`src/rtl/uart_pkg.sv`:
```
// Shared UART types and defaults for the receiver, transmitter and baud generator.
// Optional parity support is enabled by defining UART_RX_PARITY_EN.
package uart_pkg;

  typedef enum logic [2:0] {
    IDLE,
    START,
    DATA,
    PARITY,
    STOP
  } rx_state_t;

  localparam logic PAR_EVEN = 1'b0;
  localparam logic PAR_ODD  = 1'b1;

  localparam int UART_DATA_BITS  = 8;
  localparam int UART_OVERSAMPLE = 16;

endpackage

```
`src/rtl/uart_rx_sync.sv`:
```
// Two-flop synchroniser for the rx line plus a tick-rate previous sample.
// Both reset to 1 so an idle-high line never looks like a start edge.
module uart_rx_sync (
  input  logic clk,
  input  logic reset,
  input  logic i_tick,
  input  logic i_rx,
  output logic o_line,
  output logic o_prev
);

  logic r_meta;
  logic r_line;
  logic r_prev;

  // Resynchronise every clk; remember the line value seen at the last tick.
  always_ff @(posedge clk or posedge reset) begin
    if (reset) begin
      r_meta <= 1'b1;
      r_line <= 1'b1;
      r_prev <= 1'b1;
    end else begin
      r_meta <= i_rx;
      r_line <= r_meta;
      if (i_tick)
        r_prev <= r_line;
    end
  end

  assign o_line = r_line;
  assign o_prev = r_prev;

endmodule

```
`src/rtl/uart_rx_frame.sv`:
```
// UART receiver: start detect, mid-bit sampling, word + error flags output.
// Define UART_RX_PARITY_EN to receive a parity bit between data and stop.
module uart_rx_frame
  import uart_pkg::*;
#(
  parameter int DATA_BITS  = UART_DATA_BITS,
  parameter int OVERSAMPLE = UART_OVERSAMPLE
) (
  input  logic                 clk,
  input  logic                 reset,
  input  logic                 rx_tick,
  input  logic                 rx_in,
  input  logic                 par_odd,
  output logic [DATA_BITS-1:0] rx_data,
  output logic                 rx_valid,
  output logic                 frame_err,
  output logic                 parity_err,
  output logic                 busy
);

  localparam int TW = $clog2(OVERSAMPLE);
  localparam int BW = $clog2(DATA_BITS + 1);
  localparam logic [TW-1:0] HALF = TW'(OVERSAMPLE / 2 - 1);
  localparam logic [TW-1:0] LAST = TW'(OVERSAMPLE - 1);
  localparam logic [BW-1:0] BLAST = BW'(DATA_BITS - 1);

  logic w_line;
  logic w_prev;

  rx_state_t            r_state;
  logic [TW-1:0]        r_tick_cnt;
  logic [BW-1:0]        r_bit_cnt;
  logic [DATA_BITS-1:0] r_shift;
  logic [DATA_BITS-1:0] r_data;
  logic                 r_valid;
  logic                 r_ferr;
  logic                 r_perr;
`ifdef UART_RX_PARITY_EN
  logic                 r_par_bit;
`else
  logic                 w_unused;
  assign w_unused = par_odd;
`endif

  uart_rx_sync u_sync (
    .clk    (clk),
    .reset  (reset),
    .i_tick (rx_tick),
    .i_rx   (rx_in),
    .o_line (w_line),
    .o_prev (w_prev)
  );

  // Frame FSM: counters advance only on ticks; rx_valid is a 1-clk strobe.
  always_ff @(posedge clk or posedge reset) begin
    if (reset) begin
      r_state    <= IDLE;
      r_tick_cnt <= '0;
      r_bit_cnt  <= '0;
      r_shift    <= '0;
      r_data     <= '0;
      r_valid    <= 1'b0;
      r_ferr     <= 1'b0;
      r_perr     <= 1'b0;
`ifdef UART_RX_PARITY_EN
      r_par_bit  <= 1'b0;
`endif
    end else begin
      r_valid <= 1'b0;
      if (rx_tick) begin
        unique case (r_state)
          IDLE: begin
            if (w_prev && !w_line) begin
              r_state    <= START;
              r_tick_cnt <= '0;
            end
          end
          START: begin
            if (r_tick_cnt == HALF) begin
              if (w_line) begin
                r_state <= IDLE;
              end else begin
                r_tick_cnt <= '0;
                r_bit_cnt  <= '0;
                r_state    <= DATA;
              end
            end else begin
              r_tick_cnt <= r_tick_cnt + TW'(1);
            end
          end
          DATA: begin
            if (r_tick_cnt == LAST) begin
              r_tick_cnt <= '0;
              r_shift    <= {w_line, r_shift[DATA_BITS-1:1]};
              r_bit_cnt  <= r_bit_cnt + BW'(1);
              if (r_bit_cnt == BLAST) begin
`ifdef UART_RX_PARITY_EN
                r_state <= PARITY;
`else
                r_state <= STOP;
`endif
              end
            end else begin
              r_tick_cnt <= r_tick_cnt + TW'(1);
            end
          end
`ifdef UART_RX_PARITY_EN
          PARITY: begin
            if (r_tick_cnt == LAST) begin
              r_tick_cnt <= '0;
              r_par_bit  <= w_line;
              r_state    <= STOP;
            end else begin
              r_tick_cnt <= r_tick_cnt + TW'(1);
            end
          end
`endif
          STOP: begin
            if (r_tick_cnt == LAST) begin
              r_tick_cnt <= '0;
              r_state    <= IDLE;
              r_data     <= r_shift;
              r_valid    <= 1'b1;
              r_ferr     <= ~w_line;
`ifdef UART_RX_PARITY_EN
              r_perr     <= r_par_bit ^ (^r_shift) ^ par_odd;
`else
              r_perr     <= 1'b0;
`endif
            end else begin
              r_tick_cnt <= r_tick_cnt + TW'(1);
            end
          end
          default: r_state <= IDLE;
        endcase
      end
    end
  end

  assign rx_data    = r_data;
  assign rx_valid   = r_valid;
  assign frame_err  = r_ferr;
  assign parity_err = r_perr;
  assign busy       = (r_state != IDLE);

endmodule

```
`config.mk`:
```
export PLATFORM = sky130hd
export DESIGN_NAME = uart_rx_frame
export DESIGN_NICKNAME = d
export VERILOG_FILES = /design/src/rtl/uart_pkg.sv /design/src/rtl/uart_rx_sync.sv /design/src/rtl/uart_rx_frame.sv
export SDC_FILE = /design/constraint.sdc
export NUM_CORES = 1
export LEC_CHECK = 0
export CORE_ASPECT_RATIO = 1.5
export CORE_MARGIN = 10
export CORE_UTILIZATION = 50
export CTS_CLUSTER_DIAMETER = 40
export CTS_CLUSTER_SIZE = 20
export DETAILED_ROUTE_END_ITERATION = 12
export PLACE_DENSITY = 0.83
export SKIP_CTS_REPAIR_TIMING = 1
export SYNTH_ARGS = -nofsm -noshare
export SYNTH_HDL_FRONTEND = slang
export SYNTH_HIERARCHICAL = 1
export SYNTH_SLANG_ARGS = --single-unit
```
`constraint.sdc`:
```
create_clock -name clk -period 5.6 [get_ports clk]
set_input_delay 1.12 -clock clk [delete_from_list [all_inputs] [get_ports clk]]
set_output_delay 1.12 -clock clk [all_outputs]
set_load 0.03 [all_outputs]
```
==> Word-level counts from Yosys, hierarchy flattened <==
Index checks and enable logic that the tools add are counted.
{ "op_classes": {"eq_ne": 13, "muxes": 18, "bitwise_logic": 1, "addsub": 2, "reduce_logical": 12} }
{ "ops": {"columns": ["cell", "count"], "rows": [
  ["4-bit two-way mux", 6],
  ["3-bit two-way mux", 5],
  ["2-bit inequality test (second input constant)", 6],
  ["3-bit one-hot mux with 4 select lines", 1],
  ["4-bit one-hot mux with 3 select lines", 1],
  ["4-bit by 1-bit adder with 4-bit output (second input constant)", 2],
  ["4-bit by 3-bit == test with 1-bit output (second input constant)", 2],
  ["4-bit one-hot mux with 2 select lines", 1],
  ["3-bit AND reduction", 2],
  ["6-bit AND reduction", 1],
  ["3-bit nonzero test", 2],
  ["5-bit AND reduction", 1],
  ["4-bit == test (second input constant)", 1],
  ["4-bit AND reduction", 1],
  ["3-bit by 1-bit == test with 1-bit output (second input constant)", 1],
  ["3-bit by 2-bit == test with 1-bit output (second input constant)", 1],
  ["3-bit == test (second input constant)", 1],
  ["3-bit zero test", 1],
  ["1-bit two-way mux", 3],
  ["3-bit inequality test (second input constant)", 1],
  ["2-bit two-way mux", 1],
  ["2-bit nonzero test", 1],
  ["2-bit OR reduction", 1],
  ["1-bit logical AND", 1],
  ["2 further kinds", 2]
]} }
{ "word_totals": {"reg_bits": 32, "output_inout_bits": 12, "inputBits": 5, "wordCells": 56} }

==> Depth between registers and ports, before layout <==
{ "depth": {"word_depth": 4, "mapped_depth": 6, "depth_no_buf": 5} }

==> Hierarchy <==
The synthesis kept the hierarchy.
{ "by_module_without_submodules": {"columns": ["mod", "area_per_inst_um2", "cells_per_inst", "instances", "seq_area_each_um2"], "rows": [
  ["uart_rx_frame", 1415.1, 123, 1, 725.7],
  ["uart_rx_sync", 97.6, 5, 1, 78.8]
]} }

==> Worst setup path before layout <==
Ideal clock, no wire load.
{ "synth_timing": {"path_kind": "input -> register", "from": "in rx_tick", "to": "reg r_data[0], in the netlist rx_data[0]", "path_slack_ps": 3208, "t_arrival_ps": 2264, "setup_ps": 128, "stages": 4, "path_buffers": 1, "required_time_ps": 5472, "path_cell_list": "nand4_1 -> or4b_1 -> buf_2 -> mux2_1"} }
{ "synth_via": {"elab_chain_len": 1} }
{ "synth_rtl": {"columns": ["item", "line", "text"], "rows": [
  ["from (decl)", "uart_rx_frame.sv:11", "input logic rx_tick,"],
  ["3-bit AND reduction (no line)", null, null],
  ["to (signal assigned)", "uart_rx_frame.sv:122", "r_data <= r_shift;"],
  ["to (decl)", "uart_rx_frame.sv:34", "logic [DATA_BITS-1:0] r_data;"]
]} }
Every way passes these cells.
A chain may end at the register's enable or synchronous reset.

==> Worst setup path after layout <==
{ "layout_timing": {"from": "reg r_state[1]", "to": "out busy"} }
{ "layout_via": {"elab_chain_len": 1} }
{ "layout_rtl": {"columns": ["item", "line", "text"], "rows": [
  ["from (decl)", "uart_rx_frame.sv:30", "rx_state_t r_state;"],
  ["from (signal assigned)", "uart_rx_frame.sv:57", "r_state <= IDLE;"],
  ["from (signal assigned)", "uart_rx_frame.sv:74", "r_state <= START;"],
  ["from (signal assigned)", "uart_rx_frame.sv:81", "r_state <= IDLE;"],
  ["3-bit nonzero test", "uart_rx_frame.sv:144", "assign busy = (r_state != IDLE);"],
  ["to (decl)", "uart_rx_frame.sv:18", "output logic busy"]
]} }
Every way passes these cells.

==> metrics <==
outcome finished, final reports clean; crit end category output port; syn_nets 135; required time worst endpoint 4.48 ns; Synth top area share 48.0%; Routed WL per cell 15.4 microns; P per Cell Area 367 nW/um^2; YS warnings 6; Die ar. 5670 sq um; WS Path Type flop to output port; CP arrival 1.89 ns; library cells used by synthesis 45; Fmax 333 MHz; cells after synthesis 128; Routed WL 2810 microns; clock buffer depth 2; ANT cells 0; die width 64.9 microns; Final Skew 0.00406 ns; Syn Std Cell Area 1510 sq um; slowest cell on the critical path clkdlybuf4s50_1; routed via count 1030; slew margin rel. 28.3%; initial antenna violation count 0; Initial Utilization 51.9%; core area 2910 sq um; # setup viols final 0; Post-synth ARST share 100%; final setup margin 2.59 ns; placement row count 24; delay-heaviest family, CP buffers and inverters; vias in the first global route 1008; first-pass iteration count of the detailed router 4; CTS root buf clkbuf_8; clk sinks 32; pre-CTS WS 2.34 ns; Commonest cells post-synth dfrtp_1, mux2_2, mux2_1, o21ai_1, nand2_1; EDFF count, synth 0; Max Cap Violations 0; fin crit period 3.01 ns; CTS tree built; chip height 87.4 microns; leakage 0.000834 uW; Vias/cell 5.63; setup TNS 0 ns; DRC Markers 0; Clock Latency Late Sink 0.28 ns; Yosys top cell by area dfrtp_1; CP max stage delay 0.63 ns; register area share after synthesis 53.2%; DR iter-0 viols 14; # port buffers 14; nets 150; DPL Wire Length 2070 microns; boundary pin count 17; area grow syn2layout 17.5%; top cells by area, synth dfrtp_1, mux2_2, dfstp_2; max-slew violation count 0; filler instances 244; CTS buffer count 5; Critical path buffers and inverters 1; gpl congestion 0.901; placed instance area 1670 sq um; unrepaired setup endpoints after global routing no; remaining antenna violation count 0; largest net degree at the start of global routing 30; ordered cell list for the critical path or3_1 -> clkdlybuf4s50_1; startpoint types flop; GR Overflow Total 0; worst slew pin tran 1.07 ns; final hold violation count 0; H-tree depth 2; design area 1780 sq um; most common cell in the netlist dfrtp_1; synthesized area per cell 11.8 sq um; peak supply drop 0.301 mV; first-pass GRT wire length 4600 microns; Crit Path Max Fanout 13; share of post-route cells with drive strength above 1 19.4%; GRT Overall Usage 10.4%; main flop type after synthesis dfrtp_1; fin crit share 53.7%; Hold Path Class flop to flop; clock slew at reported path FFs 0.06 ns; post-synthesis sequential element count 32
## worst reg2reg max path, stage by stage, from the launching register on
cell and delay (ns):
dfrtp_1 0.37, ha_1 0.27, nand4_1 0.17, or4b_1 0.80
mux2_1 0.41
## kinds of logic after synthesis
group	Yosys count	synth area share, %
simple gates	37	14.6
mux	22	16.5
xor+xnor	1	0.579
fa+ha+maj	2	1.65
compound gates	21	9.51
other cells	1	0.248
buf+inv	12	3.64
flops	32	53.2
## cells in the final DEF, fill, tap and decap left out, types with 2 or more instances in the layout
cell / Yosys / layout
clkbuf_8: 0 / 5
nand3_1: 3 / 3
dfrtp_1: 29 / 29
dfstp_2: 3 / 3
nand2_1: 6 / 6
ha_1: 2 / 2
a21oi_1: 2 / 2
nor2_1: 5 / 5
mux2_2: 13 / 13
nor3_1: 2 / 2
nand3b_1: 3 / 3
mux2_1: 7 / 7
o21ai_1: 7 / 7
nand2b_1: 4 / 4
or4b_1: 2 / 2
nor4b_1: 2 / 2
clkdlybuf4s50_1: 0 / 14
a211o_1: 2 / 2
inv_1: 5 / 5
## worst paths after layout
| check | startpoint | to | slack, ns | cells past startpoint |
|---|---|---|---|---|
| max reg2reg | r_tick_cnt[0]$_DFFE_PP0P_ | rx_data[6]$_DFFE_PP0P_ | 3.47 | 4 |
| max in group asynchronous | reset | frame_err$_DFFE_PP0P_ | 3.50 | 2 |
| min reg2reg | u_sync/r_meta$_DFF_PP1_ | u_sync/o_line$_DFF_PP1_ | 0.36 | 0 |
| max | r_state[1]$_DFFE_PP0P_ | busy | 2.59 | 2 |
| min | u_sync/r_meta$_DFF_PP1_ | u_sync/o_line$_DFF_PP1_ | 0.36 | 0 |
| min in group asynchronous | reset | u_sync/r_meta$_DFF_PP1_ | 1.22 | 2 |
## sequential cells by signal, indices dropped and copies added, names as in the netlist
| name | flops |
|---|---|
| frame_err | 1 |
| r_bit_cnt | 4 |
| r_shift | 8 |
| r_state | 3 |
| r_tick_cnt | 4 |
| rx_data | 8 |
| rx_valid | 1 |
| u_sync/o_line | 1 |
| u_sync/o_prev | 1 |
| u_sync/r_meta | 1 |
## through the flow
| step | hold slack (ns) | util, % | std cells | power (uW) |
|---|---|---|---|---|
| final | 0.358 | 61.0 | 183 | 652 |
| after global routing | 0.359 | 61.0 | 183 | 684 |
| after CTS | 0.358 | 61.0 | 183 | 656 |
| after detailed placement | 0.349 | 57.3 | 175 | 443 |
| after global placement | 0.348 | 57.3 | 175 | 432 |
| after floorplan | 0.345 | - | 128 | 410 |
## final cells by class
| cell class | count | area (sq um) | share of cell area, % |
|---|---|---|---|
| clock buffer | 6 | 72.6 | 4.08 |
| clock inverter | 2 | 35.0 | 1.97 |
| timing repair buffer | 14 | 140 | 7.89 |
| multi-input combinational | 84 | 653 | 36.8 |
| inverter | 6 | 22.5 | 1.27 |
| sequential | 32 | 805 | 45.3 |
| tap | 39 | 48.8 | 2.75 |
## metal layers
| metal | wire [microns] | GRT usage [%] |
|---|---|---|
| met1 | 1130 | 10.2 |
| met2 | 1450 | 18.3 |
| met3 | 124 | 3.09 |
| met4 | 99 | 6.84 |
| met5 | 0 | 0 |
## report_power, final
group / switching (uW) / internal, uW / total (uW)
combinational: 79.2 / 70.5 / 150
clock: 80.3 / 132 / 212
sequential: 36.3 / 254 / 291
total: 196 / 457 / 652
No activity file was read; power rests on OpenSTA's default activity.
